<file path="src/rtl/ub_dma_master.sv">
// ub_dma_master: single-command DMA engine between the host streams and the unified buffer.
// Each word costs one count-1 buffer access, either written from in_* or read out to out_*.
module ub_dma_master #(
    parameter int DATA_WIDTH = 256,
    parameter int ADDR_WIDTH = 8,
    parameter int RD_TIMEOUT = 8
) (
    input  logic                  clk_i,
    input  logic                  rst_i,
    input  logic                  cmd_valid_i,
    output logic                  cmd_ready_o,
    input  logic                  cmd_dir_i,
    input  logic                  cmd_bank_i,
    input  logic [ADDR_WIDTH-1:0] cmd_addr_i,
    input  logic [ADDR_WIDTH:0]   cmd_len_i,
    input  logic [DATA_WIDTH-1:0] in_data_i,
    input  logic                  in_valid_i,
    output logic                  in_ready_o,
    output logic [DATA_WIDTH-1:0] out_data_o,
    output logic                  out_valid_o,
    input  logic                  out_ready_i,
    output logic                  ub_rd_en_o,
    output logic [ADDR_WIDTH:0]   ub_rd_addr_o,
    output logic [ADDR_WIDTH:0]   ub_rd_count_o,
    input  logic [DATA_WIDTH-1:0] ub_rd_data_i,
    input  logic                  ub_rd_valid_i,
    output logic                  ub_wr_en_o,
    output logic [ADDR_WIDTH:0]   ub_wr_addr_o,
    output logic [ADDR_WIDTH:0]   ub_wr_count_o,
    output logic [DATA_WIDTH-1:0] ub_wr_data_o,
    input  logic                  ub_wr_ready_i,
    input  logic                  ub_busy_i,
    output logic                  busy_o,
    output logic                  done_o,
    output logic                  err_o,
    output logic [ADDR_WIDTH:0]   words_done_o
);

    localparam int TW = $clog2(RD_TIMEOUT + 1);
    localparam logic [ADDR_WIDTH:0] MAX_LEN = {1'b1, {ADDR_WIDTH{1'b0}}};
    localparam logic [TW-1:0] TIMER_LAST = TW'(RD_TIMEOUT - 1);

    typedef enum logic [2:0] {
        IDLE,
        WR_DATA,
        WR_GAP,
        RD_ISSUE,
        RD_WAIT,
        RD_OUT,
        FINISH
    } state_t;

    state_t                  state_q;
    logic                    bank_q;
    logic [ADDR_WIDTH-1:0]   addr_q;
    logic [ADDR_WIDTH:0]     len_q;
    logic [ADDR_WIDTH:0]     words_done_q;
    logic [ADDR_WIDTH:0]     words_done_d;
    logic                    last_word;
    logic [TW-1:0]           timer_q;
    logic                    cmd_ready_q;
    logic                    busy_q;
    logic                    done_q;
    logic                    err_q;
    logic                    ub_wr_en_q;
    logic                    ub_rd_en_q;
    logic [ADDR_WIDTH:0]     ub_wr_addr_q;
    logic [ADDR_WIDTH:0]     ub_rd_addr_q;
    logic [DATA_WIDTH-1:0]   ub_wr_data_q;
    logic [DATA_WIDTH-1:0]   out_data_q;
    logic                    out_valid_q;

    assign words_done_d = words_done_q + 1'b1;
    assign last_word    = (words_done_d == len_q);

    // The write stream is throttled directly by the buffer's write readiness.
    assign in_ready_o    = (state_q == WR_DATA) && ub_wr_ready_i;
    assign cmd_ready_o   = cmd_ready_q;
    assign busy_o        = busy_q;
    assign done_o        = done_q;
    assign err_o         = err_q;
    assign words_done_o  = words_done_q;
    assign ub_wr_en_o    = ub_wr_en_q;
    assign ub_rd_en_o    = ub_rd_en_q;
    assign ub_wr_addr_o  = ub_wr_addr_q;
    assign ub_rd_addr_o  = ub_rd_addr_q;
    assign ub_wr_data_o  = ub_wr_data_q;
    assign out_data_o    = out_data_q;
    assign out_valid_o   = out_valid_q;
    assign ub_rd_count_o = {{ADDR_WIDTH{1'b0}}, 1'b1};
    assign ub_wr_count_o = {{ADDR_WIDTH{1'b0}}, 1'b1};

    always_ff @(posedge clk_i) begin
        if (rst_i) begin
            state_q      <= IDLE;
            bank_q       <= 1'b0;
            addr_q       <= '0;
            len_q        <= '0;
            words_done_q <= '0;
            timer_q      <= '0;
            cmd_ready_q  <= 1'b1;
            busy_q       <= 1'b0;
            done_q       <= 1'b0;
            err_q        <= 1'b0;
            ub_wr_en_q   <= 1'b0;
            ub_rd_en_q   <= 1'b0;
            ub_wr_addr_q <= '0;
            ub_rd_addr_q <= '0;
            ub_wr_data_q <= '0;
            out_data_q   <= '0;
            out_valid_q  <= 1'b0;
        end else begin
            done_q     <= 1'b0;
            err_q      <= 1'b0;
            ub_wr_en_q <= 1'b0;
            ub_rd_en_q <= 1'b0;
            case (state_q)
                IDLE: begin
                    if (cmd_valid_i) begin
                        if (cmd_len_i > MAX_LEN) begin
                            err_q <= 1'b1;
                        end else if (cmd_len_i == '0) begin
                            done_q <= 1'b1;
                        end else begin
                            bank_q       <= cmd_bank_i;
                            addr_q       <= cmd_addr_i;
                            len_q        <= cmd_len_i;
                            words_done_q <= '0;
                            cmd_ready_q  <= 1'b0;
                            busy_q       <= 1'b1;
                            state_q      <= cmd_dir_i ? RD_ISSUE : WR_DATA;
                        end
                    end
                end
                WR_DATA: begin
                    if (in_valid_i && in_ready_o) begin
                        ub_wr_data_q <= in_data_i;
                        ub_wr_addr_q <= {bank_q, addr_q};
                        ub_wr_en_q   <= 1'b1;
                        addr_q       <= addr_q + 1'b1;
                        state_q      <= WR_GAP;
                    end
                end
                WR_GAP: begin
                    words_done_q <= words_done_d;
                    state_q      <= last_word ? FINISH : WR_DATA;
                end
                FINISH: begin
                    if (!ub_busy_i) begin
                        done_q      <= 1'b1;
                        cmd_ready_q <= 1'b1;
                        busy_q      <= 1'b0;
                        state_q     <= IDLE;
                    end
                end
                RD_ISSUE: begin
                    ub_rd_en_q   <= 1'b1;
                    ub_rd_addr_q <= {bank_q, addr_q};
                    addr_q       <= addr_q + 1'b1;
                    timer_q      <= '0;
                    state_q      <= RD_WAIT;
                end
                RD_WAIT: begin
                    // The timer starts in the request pulse cycle, so err lands RD_TIMEOUT cycles after it.
                    if (ub_rd_valid_i) begin
                        out_data_q  <= ub_rd_data_i;
                        out_valid_q <= 1'b1;
                        state_q     <= RD_OUT;
                    end else if (timer_q == TIMER_LAST) begin
                        err_q       <= 1'b1;
                        cmd_ready_q <= 1'b1;
                        busy_q      <= 1'b0;
                        state_q     <= IDLE;
                    end else begin
                        timer_q <= timer_q + 1'b1;
                    end
                end
                RD_OUT: begin
                    if (out_ready_i) begin
                        out_valid_q  <= 1'b0;
                        words_done_q <= words_done_d;
                        if (last_word) begin
                            done_q      <= 1'b1;
                            cmd_ready_q <= 1'b1;
                            busy_q      <= 1'b0;
                            state_q     <= IDLE;
                        end else begin
                            state_q <= RD_ISSUE;
                        end
                    end
                end
                default: state_q <= IDLE;
            endcase
        end
    end

endmodule

</file>
<file path="config.mk">
export PLATFORM = sky130hd
export DESIGN_NAME = ub_dma_master
export DESIGN_NICKNAME = d
export VERILOG_FILES = /design/src/rtl/ub_dma_master.sv
export SDC_FILE = /design/constraint.sdc
export NUM_CORES = 1
export LEC_CHECK = 0
export ABC_AREA = 1
export CAP_MARGIN = 10
export CORE_AREA = 2 2 436 438
export CTS_BUF_LIST = sky130_fd_sc_hd__clkbuf_2 sky130_fd_sc_hd__clkbuf_4 sky130_fd_sc_hd__clkbuf_8
export DETAILED_ROUTE_END_ITERATION = 7
export DIE_AREA = 0 0 438 440
export GPL_TIMING_DRIVEN = 0
export PLACE_DENSITY_LB_ADDON = 0.08
export SLEW_MARGIN = 20
export SYNTH_ARGS = -nofsm -noshare
export SYNTH_HDL_FRONTEND = slang
export SYNTH_SLANG_ARGS = --single-unit
</file>
<file path="constraint.sdc">
create_clock -name clk_i -period 3.95 [get_ports clk_i]
set_input_delay 0.5925 -clock clk_i [delete_from_list [all_inputs] [get_ports clk_i]]
set_output_delay 0.5925 -clock clk_i [all_outputs]
set_load 0.1 [all_outputs]
</file>
==> impl_metrics.json, run 1 <==
{
  "rsz0062_at_grt": "false",
  "yosys.area.top_type_share_pct": 56.2,
  "postPlaceCellArea_mm2": 0.0342,
  "numCtsBuffers": 133,
  "grt_pass1_vias": 23100,
  "setup_slack_ns": 0.709,
  "ys_ff_latch": 571,
  "postCtsSetupBuffers": 0,
  "tightest_slew_ns": 1.21,
  "holdPathStages": 2,
  "wl_um": 156000,
  "dp_cells": 6256,
  "p_leak_nw": 14.7,
  "drive_above_1_share_pct": 8.77,
  "grt_util_all_layers_pct": 15.7,
  "ant_nets": 0,
  "power_w": 0.0210,
  "r2r-start": "state_q[0]",
  "fin_crit_sh_pct": 82.0,
  "maxSlewHeadroom_pct": 19.0,
  "yosysWarnings": 0,
  "yosysMostFrequentCell": "nor2_1",
  "cp_slowest_cell": "clkdlybuf4s50_1",
  "status": "finished, final reports clean",
  "skew_ns": 0.0433,
  "whs_ns": 0.166,
  "synth_cell_types": 39,
  "cts_root_buf": "clkbuf_8",
  "maxCapViolCount": 0,
  "r2r_cells": 9,
  "fill_cells": 21300,
  "synth-main-ff-cell": "dfxtp_1",
  "initial_core_util_pct": 10.8,
  "fmax_mhz": 309,
  "async_flop_share_pct": 0,
  "crit_chain": "clkdlybuf4s50_1",
  "grt_overflow_total": 0,
  "core_mm2": 0.189,
  "postCtsHoldBufs": 0,
  "cts_tree": "built",
  "hp-class": "in -> reg",
  "synth_edf_count": 0,
  "ctsResizeCount": 0,
  "dpl.hpwl_um": 127000,
  "htree_levels": 4,
  "via_count": 22800,
  "syn2layout_area_growth_pct": 81.5,
  "post-route-cell-area_mm2": 0.0369,
  "synth_area_leaders": "dfxtp_1 56%, nor2_1 20%, o21ai_0 13%",
  "cp_max_fo": 2,
  "regToRegEndpoint": "ub_wr_data_o[245]",
  "viasPerCell": 3.51,
  "startpoint_type": "flip-flop",
  "clk_latency_ns": 0.90,
  "firstDrtPassIters": 5,
  "dieArea_mm2": 0.193,
  "synthCells": 2644,
  "cts_buffer_depth": 3,
  "rows": 160,
  "critPathTopFamily": "buffers and inverters",
  "crit_type": "reg -> out",
  "cp-end-kind": "primary output",
  "drtIter0Drc": 1116,
  "hold_violations": 0,
  "netlist_area_mm2": 0.0204,
  "ir_drop_v": 0.000252,
  "grt_pass1_wl_um": 206000,
  "hold_end": "addr_q[7]",
  "place.gp.congestion": 0.814,
  "required_ns": 3.36,
  "final_cells": 6499,
  "drc": 0,
  "p_per_area_mw_per_mm2": 568,
  "postSynthAreaPerCell_um2": 7.70,
  "cp.buffers_inverters": 1,
  "nNetsFinal": 4425,
  "die_w_um": 438,
  "min-delay-start": "rst_i",
  "wire_per_inst_um": 24.0,
  "r2r_slack_ns": 0.91,
  "yosysSeqAreaShare_pct": 56.2,
  "antenna_found_initial": 82,
  "clkTransAtPathRegs_ns": 0.06,
  "cpPeakStageDelay_ns": 1.27,
  "die_y_um": 440,
  "cp.arrival_ns": 2.65,
  "synth.top_cells.by_count": "1,063 x nor2_1, 571 x dfxtp_1, 545 x o21ai_0",
  "port_buffers": 1084,
  "slew_viol_final": 0,
  "grt_max_degree": 17,
  "cts.sinks": 571,
  "synth.largest_area_cell": "dfxtp_1",
  "ioPinCount": 1104,
  "dp_slack_ns": 0.238,
  "finalCriticalPeriod_ns": 3.24,
  "finalSetupViolCount": 0
}
-- sequential cells by signal, indices dropped and copies added, names as in the netlist --
name,flops
busy_o,1
done_o,1
len_q,9
ub_wr_en_o,1
ub_wr_data_o,256
bank_q,1
out_valid_o,1
ub_rd_en_o,1
timer_q,4
addr_q,8
ub_rd_addr_o,9
out_data_o,256
err_o,1
cmd_ready_o,1
ub_wr_addr_o,9
state_q,3
words_done_o,9
-- power by group --
group	total [W]	internal [W]	switching, W	leakage, nW
Sequential	0.00663	0.00631	0.000318	4.62
Clock	0.00741	0.00407	0.00333	1.42
Combinational	0.00695	0.00162	0.00534	8.71
Total	0.0210	0.0120	0.00899	14.7
-- cells by family (layout without fill, tap and decap cells) --
group	after synthesis	in the layout	share of synthesized area (%)
buffers and inverters	251	1561	5.24
flip-flops	571	571	56.2
other	2	36	0.0369
AO/OA/AOI/OAI	612	612	15.4
AND/OR/NAND/NOR	1201	1201	22.8
XOR/XNOR	1	1	0.0430
adder cells (fa/ha/maj)	6	6	0.369
-- per-stage QoR --
step           setup TNS (ns)  utilization (%)
2_1_floorplan               0                -
5_1_grt                     0             19.6
6_report                    0             19.6
3_5_place_dp                0             18.1
4_1_cts                     0             19.6
3_3_place_gp            -1.37             18.2
-- layout by cell type, fill, tap and decap left out, types with 5 or more instances in the layout --
cell	n
a21oi_1	39
buf_2	85
buf_4	18
clkbuf_1	138
clkbuf_4	49
clkbuf_8	154
clkdlybuf4s50_1	1038
clkinv_2	8
clkinvlp_4	6
conb_1	18
dfxtp_1	571
diode_2	18
ha_1	6
inv_1	46
inv_2	5
nand2_1	76
nand3_1	43
nor2_1	1063
nor4_1	5
o21ai_0	545
o21ai_1	10
-- layout make-up --
type,instances,area (um^2),area share [%]
buffer,199,873,2.36
sequential,571,11400,30.9
clock inverter,22,201,0.545
clock buffer,203,2490,6.73
tap,2511,3140,8.51
antenna,18,45.0,0.122
multi-input combinational,1838,7910,21.4
inverter,52,195,0.528
timing repair buffer,1085,10600,28.8
-- worst max-delay path by stage --
stage,startpoint,endpoint,slack [ns],cells after the start
6_report,ub_wr_data_o[247],ub_wr_data_o[247],0.71,1
5_1_grt,state_q[0],ub_wr_data_o[245],0.52,9
2_1_floorplan,words_done_o[0],cmd_ready_o,1.32,12
3_3_place_gp,rst_i,ub_wr_data_o[253],-0.18,6
4_1_cts,ub_wr_data_o[244],ub_wr_data_o[244],0.54,1
3_5_place_dp,cmd_len_i[4],words_done_o[8],0.24,9
-- per-layer routing --
metal	vias to the layer above	part of all wire, %	track usage, %
met4	58	2.7	4.51
met1	10700	40	17.7
li1	11000	-	-
met3	309	7.3	5.72
met2	720	50	27.5
met5	-	0.23	0
Power figures use the tool's default switching activity.
==> run 2, diff against run 1 <==
--- a/config.mk
+++ b/config.mk
@@ -7,10 +7,10 @@
 export LEC_CHECK = 0
 export ABC_AREA = 1
 export CAP_MARGIN = 10
-export CORE_AREA = 2 2 436 438
+export CORE_AREA = 2 2 433 435
 export CTS_BUF_LIST = sky130_fd_sc_hd__clkbuf_2 sky130_fd_sc_hd__clkbuf_4 sky130_fd_sc_hd__clkbuf_8
 export DETAILED_ROUTE_END_ITERATION = 7
-export DIE_AREA = 0 0 438 440
+export DIE_AREA = 0 0 435 437
 export GPL_TIMING_DRIVEN = 0
 export PLACE_DENSITY_LB_ADDON = 0.08
 export SLEW_MARGIN = 20
==> constraint.sdc (replaced) <==
create_clock -name clk_i -period 2.7 [get_ports clk_i]
set_input_delay 0.405 -clock clk_i [delete_from_list [all_inputs] [get_ports clk_i]]
set_output_delay 0.405 -clock clk_i [all_outputs]
set_load 0.1 [all_outputs]
==> run 2 against run 1 <==
Global-route usage up 0.091 points. Design area up 11%. Final cell count up 5.9%. Register-to-register slack worse by 0.67 ns. Via count up 6.0%. Worst setup slack worse by 0.56 ns. Clock power up 48%. Utilization up 2.5 points. Sequential share of layout area down 3.0 points. Wire length down 1.5%. Count of clock-buffer cells in the layout up 17. Critical endpoint is now ub_wr_data_o[28]. Largest cell class unchanged. Highest routed layer unchanged.
==> impl_metrics.json, run 2 (same netlist as run 1, synthesis figures left out) <==
{
  "cts_root_buf": "clkbuf_8",
  "grt_pass1_vias": 25400,
  "crit_chain": "clkdlybuf4s15_1",
  "skew_ns": 0.0230,
  "clk_latency_ns": 0.87,
  "ir_drop_v": 0.000399,
  "cts.sinks": 571,
  "final_cell_mix": "1,059 x nor2_1, 571 x dfxtp_1, 545 x o21ai_0, 537 x clkdlybuf4s50_1, 405 x dlygate4sd3_1",
  "die_y_um": 437,
  "rows": 158,
  "cpPeakStageDelay_ns": 0.90,
  "grt_overflow_total": 0,
  "initial_core_util_pct": 11.0,
  "p_per_area_mw_per_mm2": 759,
  "cp_max_fo": 2,
  "finalSetupViolCount": 0,
  "fill_cells": 21000,
  "cp.buffers_inverters": 1,
  "p_seq_share_pct": 31.3,
  "fmax_mhz": 392,
  "viasPerCell": 3.52,
  "clkTransAtPathRegs_ns": 0.06,
  "wire_per_inst_um": 22.3,
  "whs_ns": 0.162,
  "drive_above_1_share_pct": 10.9,
  "cts_tree": "built",
  "antenna_found_initial": 70,
  "p_comb_share_pct": 33.3,
  "fin_crit_sh_pct": 94.5,
  "p_sw_share_pct": 42.4,
  "startpoint_type": "flip-flop",
  "drtIter0Drc": 990,
  "critPathTopFamily": "buffers and inverters",
  "wl_um": 154000,
  "tns_ns": 0,
  "rsz0062_at_grt": "false",
  "grt_max_degree": 17,
  "drc": 0,
  "maxCapViolCount": 0,
  "die_w_um": 435,
  "numCtsBuffers": 136,
  "via_count": 24200,
  "p_clk_share_pct": 35.4,
  "dieArea_mm2": 0.190,
  "cp_slowest_cell": "clkdlybuf4s15_1",
  "port_buffers": 1084,
  "hp-class": "in -> reg",
  "cp-end-kind": "primary output",
  "power_switching_w": 0.0131,
  "slew_viol_final": 0,
  "tightest_slew_ns": 1.10,
  "maxSlewHeadroom_pct": 26.6,
  "htree_levels": 4,
  "hold_violations": 0,
  "p_leak_nw": 18.2,
  "cp.arrival_ns": 2.15,
  "required_ns": 2.30,
  "final_util_pct": 22.1,
  "dp_cells": 6224,
  "status": "finished, final reports clean",
  "postPlaceCellArea_mm2": 0.0342,
  "ant_nets": 0,
  "finalCriticalPeriod_ns": 2.55,
  "dpl.hpwl_um": 123000,
  "grt_pass1_wl_um": 209000,
  "post-route-cell-area_mm2": 0.0408,
  "core_mm2": 0.185,
  "crit_type": "reg -> out",
  "firstDrtPassIters": 5,
  "place.gp.congestion": 0.831,
  "syn2layout_area_growth_pct": 101,
  "final_common_cell": "nor2_1",
  "final_cells": 6881,
  "cts_buffer_depth": 3,
  "ioPinCount": 1104,
  "p_int_w": 0.0178,
  "grt_util_all_layers_pct": 15.8,
  "nNetsFinal": 4832
}
## run 2: repair_timing
item,in CTS,in global routing
pin swaps,0,0
setup endpoints to repair,753,25
endpoints found under the hold margin,407,0
buffers inserted,0,0
gates resized for setup,812,22
hold buffers,405,0
## run 2: path summary, 6_finish.rpt
path               startpoint  slack (ns)                end  cells past startpoint
min             in_data_i[71]        0.16   ub_wr_data_o[71]                      3
max reg2reg        state_q[0]        0.24  ub_wr_data_o[137]                      9
max          ub_wr_data_o[28]        0.15   ub_wr_data_o[28]                      1
min reg2reg            busy_o        0.46             busy_o                      2
## run 2: per-stage QoR
stage                     power [W]  worst slack (ns)
after floorplan              0.0165            0.0679
after global placement       0.0202             -1.17
after detailed placement     0.0201            -0.748
after CTS                    0.0318        0.00000333
after global routing         0.0325           0.00115
final                        0.0310             0.149
## run 2: cell type report
cell class	instances	area (um^2)	share of cell area, %
multi-input combinational	1838	7940	19.4
antenna	18	45.0	0.110
buffer	199	901	2.21
sequential	571	11400	28.0
timing repair buffer	1489	14400	35.4
clock inverter	14	95.1	0.233
clock buffer	220	2680	6.57
inverter	52	195	0.478
tap	2480	3100	7.60
## run 2: metal layers
metal	wire, um	up-vias	track usage [%]
met3	8910	264	4.49
met2	78700	674	28.3
met1	61500	11300	17.8
met5	249	-	0
met4	4210	40	5.15
li1	-	11900	-
## run 2: power by group through the flow
stage	Clock, W	Combinational (W)	Sequential [W]
floorplan	0	0.00161	0.0149
global placement	0	0.0104	0.00987
detailed placement	0	0.0103	0.00987
finish	0.0110	0.0103	0.00969
CTS	0.0116	0.0105	0.00969
global route	0.0119	0.0108	0.00979
